==> src/rtl/msg_pkg.sv <==
// msg_pkg: frame constants and state encoding shared by the message link receive and transmit paths
package msg_pkg;
    localparam logic [7:0] HDR_WR  = 8'h5A;
    localparam logic [7:0] HDR_RD  = 8'h5B;
    localparam logic [7:0] TAIL_WR = 8'hA5;
    localparam logic [7:0] TAIL_RD = 8'hA4;
    typedef enum logic [2:0] {HUNT, ADDR, DATA, TAIL, EXEC, DONE, ERROR} state_t;
    function automatic logic [7:0] tail_of(input logic rd);
        return rd ? TAIL_RD : TAIL_WR;
    endfunction
endpackage

==> src/rtl/msg_byte_fetch.sv <==
// msg_byte_fetch: issues one-cycle FIFO reads and presents each returned byte as a strobe
module msg_byte_fetch (
    input  logic       OPB_CLK,
    input  logic       OPB_RST,
    input  logic       en,
    input  logic       RX_FIFO_EMPTY,
    input  logic [7:0] RX_FIFO_DATA,
    output logic       RX_FIFO_RD,
    output logic       byte_stb,
    output logic [7:0] byte_data
);
    // the read strobe doubles as the pending flag, limiting the rate to one byte per two cycles
    always_ff @(posedge OPB_CLK or posedge OPB_RST)
        if (OPB_RST) begin
            RX_FIFO_RD <= 1'b0;
            byte_stb   <= 1'b0;
        end else begin
            RX_FIFO_RD <= en && !RX_FIFO_EMPTY && !RX_FIFO_RD;
            byte_stb   <= RX_FIFO_RD;
        end
    assign byte_data = RX_FIFO_DATA;
endmodule

==> src/rtl/msg_read.sv <==
// msg_read: parses 10-byte frames from the RX FIFO and runs them as OPB master writes or reads
import msg_pkg::*;
module msg_read #(
    parameter logic [15:0] BYTE_TIMEOUT = 16'd200,
    parameter logic [15:0] ACK_TIMEOUT  = 16'd1024
) (
    input  logic        OPB_CLK,
    input  logic        OPB_RST,
    input  logic        PULSE_2KHZ,
    output logic        RX_FIFO_RD,
    input  logic [7:0]  RX_FIFO_DATA,
    input  logic        RX_FIFO_EMPTY,
    output logic [31:0] M_ADDR,
    output logic [31:0] M_DO,
    input  logic [31:0] M_DI,
    output logic        M_WE,
    output logic        M_RE,
    input  logic        M_XFERACK,
    output logic        RSP_VALID,
    output logic [31:0] RSP_ADDR,
    output logic [31:0] RSP_DATA,
    output logic        FRAME_OK,
    output logic        ERROR_FLAG,
    output logic [7:0]  ERR_CNT
);
    state_t      state, next_state;
    logic        byte_stb, op_rd, fetch_en, byte_to, ack_to, in_frame;
    logic [7:0]  byte_data;
    logic [1:0]  cnt;
    logic [31:0] addr, data;
    logic [15:0] byte_tmr, ack_tmr;
    // fetch enable looks at next_state so no read is ever issued while in EXEC/DONE/ERROR
    assign fetch_en = next_state inside {HUNT, ADDR, DATA, TAIL};
    assign in_frame = state inside {ADDR, DATA, TAIL};
    assign byte_to  = PULSE_2KHZ && byte_tmr == BYTE_TIMEOUT - 16'd1 && !byte_stb;
    assign ack_to   = ack_tmr == ACK_TIMEOUT - 16'd1;
    assign FRAME_OK   = state == DONE;
    assign ERROR_FLAG = state == ERROR;
    msg_byte_fetch u_fetch (
        .OPB_CLK      (OPB_CLK),
        .OPB_RST      (OPB_RST),
        .en           (fetch_en),
        .RX_FIFO_EMPTY(RX_FIFO_EMPTY),
        .RX_FIFO_DATA (RX_FIFO_DATA),
        .RX_FIFO_RD   (RX_FIFO_RD),
        .byte_stb     (byte_stb),
        .byte_data    (byte_data)
    );
    always_ff @(posedge OPB_CLK or posedge OPB_RST)
        if (OPB_RST) state <= HUNT;
        else state <= next_state;
    always_comb begin
        next_state = state;
        case (state)
            HUNT:  next_state = byte_stb && (byte_data == HDR_WR || byte_data == HDR_RD) ? ADDR : HUNT;
            ADDR:  next_state = byte_stb ? (cnt == 2'd3 ? DATA : ADDR) : byte_to ? ERROR : ADDR;
            DATA:  next_state = byte_stb ? (cnt == 2'd3 ? TAIL : DATA) : byte_to ? ERROR : DATA;
            TAIL:  next_state = byte_stb ? (byte_data == tail_of(op_rd) ? EXEC : ERROR) : byte_to ? ERROR : TAIL;
            EXEC:  next_state = M_XFERACK ? DONE : ack_to ? ERROR : EXEC;
            default: next_state = HUNT;
        endcase
    end
    always_ff @(posedge OPB_CLK or posedge OPB_RST)
        if (OPB_RST) begin
            op_rd     <= 1'b0;
            cnt       <= 2'd0;
            addr      <= '0;
            data      <= '0;
            byte_tmr  <= '0;
            ack_tmr   <= '0;
            M_ADDR    <= '0;
            M_DO      <= '0;
            M_WE      <= 1'b0;
            M_RE      <= 1'b0;
            RSP_VALID <= 1'b0;
            RSP_ADDR  <= '0;
            RSP_DATA  <= '0;
            ERR_CNT   <= '0;
        end else begin
            RSP_VALID <= 1'b0;
            if (state == HUNT && byte_stb) op_rd <= byte_data == HDR_RD;
            cnt <= state == HUNT ? 2'd0 : byte_stb && (state == ADDR || state == DATA) ? cnt + 2'd1 : cnt;
            if (state == ADDR && byte_stb) addr <= {addr[23:0], byte_data};
            if (state == DATA && byte_stb) data <= {data[23:0], byte_data};
            byte_tmr <= byte_stb || !in_frame ? 16'd0 : PULSE_2KHZ ? byte_tmr + 16'd1 : byte_tmr;
            ack_tmr  <= state == EXEC ? ack_tmr + 16'd1 : 16'd0;
            if (state == TAIL && next_state == EXEC) begin
                M_ADDR <= addr;
                if (!op_rd) M_DO <= data;
                M_WE <= !op_rd;
                M_RE <= op_rd;
            end
            if (state == EXEC && next_state != EXEC) begin
                M_WE <= 1'b0;
                M_RE <= 1'b0;
            end
            if (state == EXEC && M_XFERACK && op_rd) begin
                RSP_VALID <= 1'b1;
                RSP_ADDR  <= addr;
                RSP_DATA  <= M_DI;
            end
            if (state == ERROR && ERR_CNT != 8'hFF) ERR_CNT <= ERR_CNT + 8'd1;
        end
endmodule

==> config.mk <==
export PLATFORM = sky130hd
export DESIGN_NAME = msg_read
export DESIGN_NICKNAME = d
export VERILOG_FILES = /design/src/rtl/msg_pkg.sv /design/src/rtl/msg_byte_fetch.sv /design/src/rtl/msg_read.sv
export SDC_FILE = /design/constraint.sdc
export NUM_CORES = 1
export LEC_CHECK = 0
export ABC_AREA = 1
export BUFFER_PORTS_ARGS = -buffer_cell sky130_fd_sc_hd__buf_2
export CORE_UTILIZATION = 50
export DETAILED_ROUTE_END_ITERATION = 6
export PLACE_DENSITY = 0.76
export SYNTH_ARGS = -nofsm -noshare
export SYNTH_HDL_FRONTEND = slang
export SYNTH_SLANG_ARGS = --single-unit
==> constraint.sdc <==
create_clock -name OPB_CLK -period 6.8 [get_ports OPB_CLK]
set_input_delay 0.68 -clock OPB_CLK [delete_from_list [all_inputs] [get_ports OPB_CLK]]
set_output_delay 0.68 -clock OPB_CLK [all_outputs]
set_load 0.05 [all_outputs]
==> results of run 1 <==
flip-flops by register name, summed over array words and instances (netlist names), 2 cells and up:
signal,flops
data,32
ERR_CNT,8
ack_tmr,16
cnt,2
RSP_ADDR,32
state,3
M_ADDR,32
addr,32
RSP_DATA,32
M_DO,32
byte_tmr,16
cell type report:
cell class	instances	area, µm²
clock buffers	36	737.0
clock inverters	9	77.57
fillers	1626	7626
inverters	91	345.3
multi-input cells	688	3251
flip-flops and latches	243	6081
well taps	265	331.6
repair buffers	197	1013
kinds of logic after synthesis:
kind of cell             after synthesis  share of synthesized area (%)
AND/OR/NAND/NOR                      495                          20.94
buffers and inverters                140                          5.957
adder cells (fa/ha/maj)                4                         0.5048
multiplexers                           8                         0.9087
XOR/XNOR                              11                         0.9717
AO/OA/AOI/OAI                        170                          9.389
flip-flops                           243                          61.33
layer usage:
| layer | vias to the layer above | GRT usage (%) | share of wire (%) |
|---|---|---|---|
| li1 | 3823 | - | - |
| met1 | 3726 | 31.50 | 46 |
| met2 | 217 | 34.88 | 46 |
| met3 | 30 | 3.219 | 5.8 |
| met4 | 0 | 5.942 | 1.7 |
| met5 | - | 0 | 0 |
worst reg2reg max path: stages (launching register included):
cell and delay [ps]:
dfrtp_1 420, nor2_1 90, nand2_2 240, inv_2 170, nand2_2 130, o21ai_1 80, nor2_2 130, nand3_2 140
nor2_4 140, nand4_2 700, nand2_1 280, nand2_1 80
power by group through the flow:
stage               Combinational, W  Sequential [W]  Clock, W
CTS                         0.000206         0.00155   0.00137
global route                0.000235         0.00156   0.00142
finish                      0.000198         0.00155   0.00134
detailed placement          0.000204         0.00158         0
floorplan                   0.000133         0.00157         0
global placement            0.000201         0.00158         0
synth_stat cells, types with 4 or more instances:
cell type	count	area, µm²
o21ai_0	97	485.5
a31oi_1	4	25.02
ha_1	4	50.05
mux2_2	8	90.09
xnor2_1	5	43.79
nor3_1	18	90.09
nand2_1	335	1257
nor2_2	4	25.02
buf_1	4	15.01
a21oi_1	28	140.1
o21ai_1	20	100.1
nand4_1	39	244.0
inv_1	81	304.0
nand3_1	28	140.1
o21ai_2	14	122.6
buf_6	5	56.30
buf_4	4	30.03
buf_2	10	50.05
inv_2	10	37.54
nor2_1	58	217.7
xor2_1	6	52.55
dfrtp_1	243	6081
clkbuf_1	26	97.59
path summary, 6_finish.rpt:
check                      cells past startpoint          startpoint  slack (ps)                 end
max in group asynchronous                      4             OPB_RST        4980            M_DO[13]
min reg2reg                                    0  u_fetch.RX_FIFO_RD         420    u_fetch.byte_stb
max reg2reg                                   11            state[0]        4080            M_DO[31]
min in group asynchronous                      3             OPB_RST         360         RSP_ADDR[6]
max                                           11            state[0]        4080            M_DO[31]
min                                            2       RX_FIFO_EMPTY         320  u_fetch.RX_FIFO_RD
metrics by stage:
step	instance area, µm²	std cells	power [W]	utilization, %
final	11840	1529	0.003089	60.82
after global routing	11840	1529	0.003220	60.82
after CTS	11840	1529	0.003128	60.82
after detailed placement	11020	1484	0.001784	56.63
after global placement	11020	1484	0.001777	56.63
after floorplan	9918	1071	0.001704	-
==> impl_metrics.ini, run 1 <==
[status]
status = finished clean

[pwr]
power.density_nw_per_um2 = 261.0
sw_frac_of_total_pct = 23.68
ir_worst_vdd_mv = 0.1594
pwr-share-seq_pct = 50.3
pwr-share-comb_pct = 6.4
p_int_w = 0.002358
power_leakage_nw = 6.345
p_sw_w = 0.0007317
clkPwrFrac_pct = 43.3

[yosys]
synthDistinctLibCells = 37
syn_area_per_cell_um2 = 9.257
yosys_warnings = 0
synth-seq-cells = 243
ys_seq_area_share_pct = 61.33
syn-instance-count = 1071
synth_edf_count = 0
yosys_most_used_dff = dfrtp_1
async_flop_share_pct = 100.0
synth_area_um2 = 9915
synth_nets = 1120

[layout]
drive_above_1_share_pct = 22.63
area_delta_synth_final_pct = 19.38
final_cell_mix = nand2_1, dfrtp_1, buf_2
fin_nets = 1295
antennaDiodeCount = 0
layout_commonest_cell = nand2_1

[timing]
hold_viol = 0
setup_viol = 0
drv_slew = 0
finClkSkew_ps = 13.50
slew_headroom_pct = 33.83
holdWs_ps = 324.6
rsz0062_at_grt = false
worst_slew_pin_slew_ps = 989.0
fin_ws_ps = 4077
post-route-period-util_pct = 40.04
tns_ps = 0
period_minus_slack_ps = 2723
fmax_mhz = 367.3

[clock_tree]
cts.repair.resized = 0
cts.clk_slew.worst_paths_ps = 60
cts.sinks = 243
cts_hold_buffers = 0
cts_max_level = 1
clk_latency_ps = 520
cts_root_buffer = clkbuf_16
clockBufferDepth = 3
cts_setup_buffers = 0
cts_buffers = 25
cts_tree = done

[floorplan]
chipWidth_um = 142.8
rows = 51
dieArea_um2 = 20400
die_h_um = 142.8
ios = 187
initial_utilization_pct = 50.94
core_um2 = 19460

[worst_setup_path]
worstPathMaxFanout = 33
path_buf_inv = 1
worstPathArrival_ps = 3120
cp-start-kind = flop
cpLargestDelayFamily = simple AND/OR/NAND/NOR gates
crit_chain = nor2_1 > nand2_2 > inv_2 > nand2_2 > o21ai_1 > nor2_2 > nand3_2 > nor2_4 > nand4_2 > nand2_1 > nand2_1
crit_path_end_kind = flop
cp_slowest_cell = nand4_2
max_stage_delay_ps = 700
crit_type = flop to flop
crit_required_ps = 7200

[grt]
overflow = 0
grt_pass1_wl_um = 35730
grt_pass1_vias = 7072
grt_max_degree = 97
grt_usage_pct = 21.92
antenna_found_initial = 0

[detailed_routing]
via_per_inst = 5.099
firstDrtPassIters = 7
ant_nets = 0
num_vias = 7796
wl_per_cell_um = 14.43
routed_wl_um = 22060
drc = 0
drtIter0Drc = 513

[place]
dp_hpwl_um = 14800
dp_slack_ps = 3906
place.gp.congestion = 0.8924
io_buffers = 186

[worst_hold_path]
hp-class = primary input to flop

[job]
cap_violations = 0
Power figures use the tool's default switching activity.
==> inputs of run 2 (changes only) <==
--- a/config.mk
+++ b/config.mk
@@ -7,9 +7,9 @@
 export LEC_CHECK = 0
 export ABC_AREA = 1
 export BUFFER_PORTS_ARGS = -buffer_cell sky130_fd_sc_hd__buf_2
-export CORE_UTILIZATION = 50
+export CORE_UTILIZATION = 55
 export DETAILED_ROUTE_END_ITERATION = 6
-export PLACE_DENSITY = 0.76
+export PLACE_DENSITY = 0.79
 export SYNTH_ARGS = -nofsm -noshare
 export SYNTH_HDL_FRONTEND = slang
 export SYNTH_SLANG_ARGS = --single-unit
==> constraint.sdc (replaced) <==
create_clock -name OPB_CLK -period 2.58 [get_ports OPB_CLK]
set_input_delay 0.258 -clock OPB_CLK [delete_from_list [all_inputs] [get_ports OPB_CLK]]
set_output_delay 0.258 -clock OPB_CLK [all_outputs]
set_load 0.05 [all_outputs]
==> impl_metrics.ini, run 2 (synthesized netlist as in run 1, its figures left out) <==
[status]
status = finished clean

[layout]
area_delta_synth_final_pct = 23.21
layout_commonest_cell = nand2_1
final_cell_mix = nand2_1, dfrtp_1, buf_2
drive_above_1_share_pct = 22.09
fin_nets = 1332
design_area_um2 = 12220
antennaDiodeCount = 0
final_cells = 1524

[worst_setup_path]
cp_slowest_cell = dfrtp_1
r2r_end = M_DO[5]
crit_chain = ha_1 > nand3_1 > nor2_1 > nand2_1 > nor2_1 > nand3_1 > nand3_1 > inv_2 > nand4_2 > buf_4 > nand2_1 > nand2_1
max_stage_delay_ps = 380
cp-start-kind = flop
crit_required_ps = 3030
worst-r2r-setup-slack_ps = 350
worstPathMaxFanout = 33
crit_path_end_kind = flop
timing.rr.start = ack_tmr[0]
crit_type = flop to flop
r2r_cells = 12
worstPathArrival_ps = 2680

[timing]
setup_viol = 0
worst_slew_pin_slew_ps = 498.4
drv_slew = 0
fin_ws_ps = 347.4
period_minus_slack_ps = 2233
finClkSkew_ps = 18.58
rsz0062_at_grt = false
tns_ps = 0
fmax_mhz = 447.9
hold_viol = 0
holdWs_ps = 36.05
post-route-period-util_pct = 86.53
slew_headroom_pct = 66.77

[clock_tree]
cts_root_buffer = clkbuf_16
cts_buffers = 25
cts_max_level = 1
cts.sinks = 243
cts_setup_buffers = 0
cts_tree = done
clk_latency_ps = 530
clockBufferDepth = 3
cts.clk_slew.worst_paths_ps = 60

[floorplan]
initial_utilization_pct = 56.73
die_h_um = 136.3
chipWidth_um = 136.3
core_um2 = 17480
ios = 187
rows = 48
dieArea_um2 = 18570

[worst_hold_path]
whs_path_depth = 2
min_from = RX_FIFO_DATA[0]
hold_end = op_rd
hp-class = primary input to flop

[detailed_routing]
drc = 0
routed_wl_um = 23020
via_per_inst = 5.260
drtIter0Drc = 522
num_vias = 8017
ant_nets = 0
wl_per_cell_um = 15.10
firstDrtPassIters = 4

[pwr]
pwr-share-seq_pct = 50.3
power_leakage_nw = 6.521
power.density_nw_per_um2 = 666.7
p_int_w = 0.006231
pwr-share-comb_pct = 7.1
ir_worst_vdd_mv = 0.5427
p_sw_w = 0.001912
sw_frac_of_total_pct = 23.48
clkPwrFrac_pct = 42.5

[grt]
antenna_found_initial = 0
grt_pass1_wl_um = 37190
grt_usage_pct = 25.21
grt_pass1_vias = 7553
grt_max_degree = 98
overflow = 0

[place]
placed_cells = 1447
dp_slack_ps = 412.7
place.gp.congestion = 0.9311
io_buffers = 186
dp_hpwl_um = 14960
dpl_cell_area_um2 = 11070

[job]
cap_violations = 0
==> run 2: layout make-up <==
| class | instances | area, µm² |
|---|---|---|
| multi-input cells | 688 | 3256 |
| well taps | 225 | 281.5 |
| clock inverters | 3 | 18.77 |
| fillers | 1322 | 5261 |
| flip-flops and latches | 243 | 6081 |
| inverters | 91 | 345.3 |
| clock buffers | 40 | 782.0 |
| repair buffers | 234 | 1451 |
==> run 2: critical path: cells and delay by family (launching register included) <==
kind	cells	cell delay, ps
adder cells (fa/ha/maj)	1	200
buffers and inverters	2	420
flip-flops	1	380
AND/OR/NAND/NOR	9	1170
==> run 2: through the flow <==
stage | power (W) | utilization [%]
3_3_place_gp | 0.004686 | 63.37
5_1_grt | 0.008485 | 69.90
4_1_cts | 0.008214 | 69.90
3_5_place_dp | 0.004706 | 63.37
6_report | 0.008144 | 69.90
2_1_floorplan | 0.004490 | -
==> run 2: repair_timing <==
action,4_1_cts,5_1_grt
hold endpoints to repair,243,0
gates resized for setup,0,0
hold buffers,34,0
==> run 2: power groups by stage <==
stage,combinational [W],clock (W),sequential (W)
floorplan,0.000350,0,0.00414
global placement,0.000533,0,0.00415
detailed placement,0.000544,0,0.00416
CTS,0.000591,0.00352,0.00410
global route,0.000666,0.00370,0.00412
finish,0.000581,0.00346,0.00410
==> run 2: per-layer routing <==
metal	share of wire, %	global-route usage, %	vias up	wire length (µm)
met4	1.8	6.790	0	415
met1	44	35.46	3831	10170
li1	-	-	3892	-
met3	7.5	4.362	36	1732
met2	46	40.44	258	10700
met5	0	0	-	0
==> run 2: how the worst max path moves through the flow <==
| stage | from | endpoint | slack [ps] | depth (start not counted) |
|---|---|---|---|---|
| after global placement | ack_tmr[0] | M_DO[5] | 510 | 12 |
| final | ack_tmr[0] | M_DO[5] | 350 | 12 |
| after global routing | ack_tmr[0] | M_DO[5] | 120 | 12 |
| after detailed placement | ack_tmr[0] | M_ADDR[21] | 410 | 12 |
| after CTS | ack_tmr[0] | M_DO[5] | 340 | 12 |
| after floorplan | OPB_RST | ERR_CNT[0] | -870 | 1 |
==> inputs of run 3 (changes only) <==
--- a/config.mk
+++ b/config.mk
@@ -7,9 +7,9 @@
 export LEC_CHECK = 0
 export ABC_AREA = 1
 export BUFFER_PORTS_ARGS = -buffer_cell sky130_fd_sc_hd__buf_2
-export CORE_UTILIZATION = 55
+export CORE_UTILIZATION = 50
 export DETAILED_ROUTE_END_ITERATION = 6
-export PLACE_DENSITY = 0.79
+export PLACE_DENSITY = 0.76
 export SYNTH_ARGS = -nofsm -noshare
 export SYNTH_HDL_FRONTEND = slang
 export SYNTH_SLANG_ARGS = --single-unit
==> constraint.sdc (replaced) <==
create_clock -name OPB_CLK -period 2 [get_ports OPB_CLK]
set_input_delay 0.2 -clock OPB_CLK [delete_from_list [all_inputs] [get_ports OPB_CLK]]
set_output_delay 0.2 -clock OPB_CLK [all_outputs]
set_load 0.05 [all_outputs]
==> impl_metrics.ini, run 3 (synthesized netlist as in run 1, its figures left out) <==
[status]
status = finished, violations left
violations = setup timing

[layout]
ff_latch_area_um2 = 6082
drive_above_1_share_pct = 27.13
final_cell_mix = nand2_1, dfrtp_1, buf_2
multi_input_area_um2 = 3452
area_delta_synth_final_pct = 30.10
fillers = 1529
fin_nets = 1369
final_cells = 1603
layout_commonest_cell = nand2_1
antennaDiodeCount = 0
design_area_um2 = 12900

[worst_setup_path]
crit_required_ps = 2380
crit_path_end_kind = flop
worstPathArrival_ps = 2480
crit_type = flop to flop
worstPathMaxFanout = 5
startpoint = byte_tmr[1]
cp-start-kind = flop
timing.rr.start = byte_tmr[1]

[timing]
fmax_mhz = 476.4
hold_viol = 0
fin_ws_ps = -99.05
finClkSkew_ps = 10.21
period_minus_slack_ps = 2099
setup_viol = 53
slew_headroom_pct = 62.94
rsz0062_at_grt = true
tns_ps = -1913
post-route-period-util_pct = 105.0
drv_slew = 0
worst_slew_pin_slew_ps = 555.9

[clock_tree]
cts_buffers = 25
cts.clk_slew.worst_paths_ps = 60
cts_max_level = 1
cts.sinks = 243
cts_tree = done
cts_root_buffer = clkbuf_16
clockBufferDepth = 3
clk_latency_ps = 500

[grt]
met2_usage_pct = 37.85
grt_pass1_wl_um = 37490
busiest_layer = met2
grt_pass1_vias = 7570
grt_usage_pct = 23.07
overflow = 0
antenna_found_initial = 0
grt_max_degree = 97
grt_util_met1_pct = 32.36
grt_use_met3_pct = 3.186

[detailed_routing]
ant_nets = 0
drtIter0Drc = 442
via_per_inst = 5.133
firstDrtPassIters = 5
routed_wl_um = 24890
drc = 0
wl_per_cell_um = 15.53
num_vias = 8228

[place]
dpl_cell_area_um2 = 11330
placed_cells = 1509
place.gp.congestion = 0.8840
io_buffers = 186
dp_hpwl_um = 15340

[floorplan]
initial_utilization_pct = 50.94
chipWidth_um = 142.8
core_um2 = 19460
rows = 51
die_h_um = 142.8
dieArea_um2 = 20400
ios = 187

[worst_hold_path]
hp-class = primary input to flop
min_from = RX_FIFO_DATA[5]

[job]
cap_violations = 0

[pwr]
power.density_nw_per_um2 = 817.8
ir_worst_vdd_mv = 0.4862
power_leakage_nw = 6.815
run 3: power by group:
group / switching (W) / total [W] / internal [W]
sequential: 0.000129 / 0.00528 / 0.00515
clock: 0.00183 / 0.00448 / 0.00265
combinational: 0.000544 / 0.000788 / 0.000245
run 3: critical path, stage by stage (launching register included):
cell and delay, ps:
dfrtp_1 360, ha_2 200, nand2_2 60, inv_2 80, nand2_2 70, nor2_4 120
nand2_2 90, a21boi_1 130, nor2_1 90, nor2_4 210, nand3_4 210, clkbuf_16 220
nand2_1 60, o21ai_1 70
run 3: metal layers:
layer / share of wire, % / up-vias / routed length [µm]
met5: 0 / - / 0
met4: 1.8 / 0 / 437
met3: 5.7 / 33 / 1425
met2: 48 / 280 / 12040
met1: 44 / 3947 / 10990
li1: - / 3968 / -
run 3: path summary, 6_finish.rpt:
kind                                    end  slack (ps)  cells after the start
max                              M_ADDR[20]        -100                     13
min                                 data[5]          30                      3
max reg2reg                      M_ADDR[20]        -100                     13
min reg2reg                u_fetch.byte_stb         400                      0
max in group asynchronous      RSP_DATA[24]         980                      4
min in group asynchronous         M_ADDR[7]         190                      3
run 3: timing repair:
item                                   in CTS  in global routing
pin swaps                                   0                  6
gates resized for setup                     2                 48
buffers inserted                            0                  4
setup endpoints to repair                  16                 66
hold buffers                               36                  0
endpoints found under the hold margin     132                  0
cloned                                      0                  9
run 3: per-stage QoR:
step / power, W / worst slack, ps / hold WS (ps) / utilization (%)
final: 0.01055 / -99.05 / 34.25 / 66.27
after global routing: 0.01099 / -214.5 / 63.28 / 66.27
after CTS: 0.01064 / 4.664 / 27.06 / 64.29
after detailed placement: 0.006091 / -29.55 / 162.4 / 58.23
after global placement: 0.006058 / 41.95 / 166.9 / 58.23
after floorplan: 0.005793 / -1390 / 273.5 / -
run 3: area by class of cell:
cell class	count	share of cell area, %
clock buffer	35	5.607
clock inverter	10	0.6499
inverter	91	2.677
multi-input combinational	689	26.76
sequential	243	47.15
tap	265	2.571
timing repair buffer	270	14.58
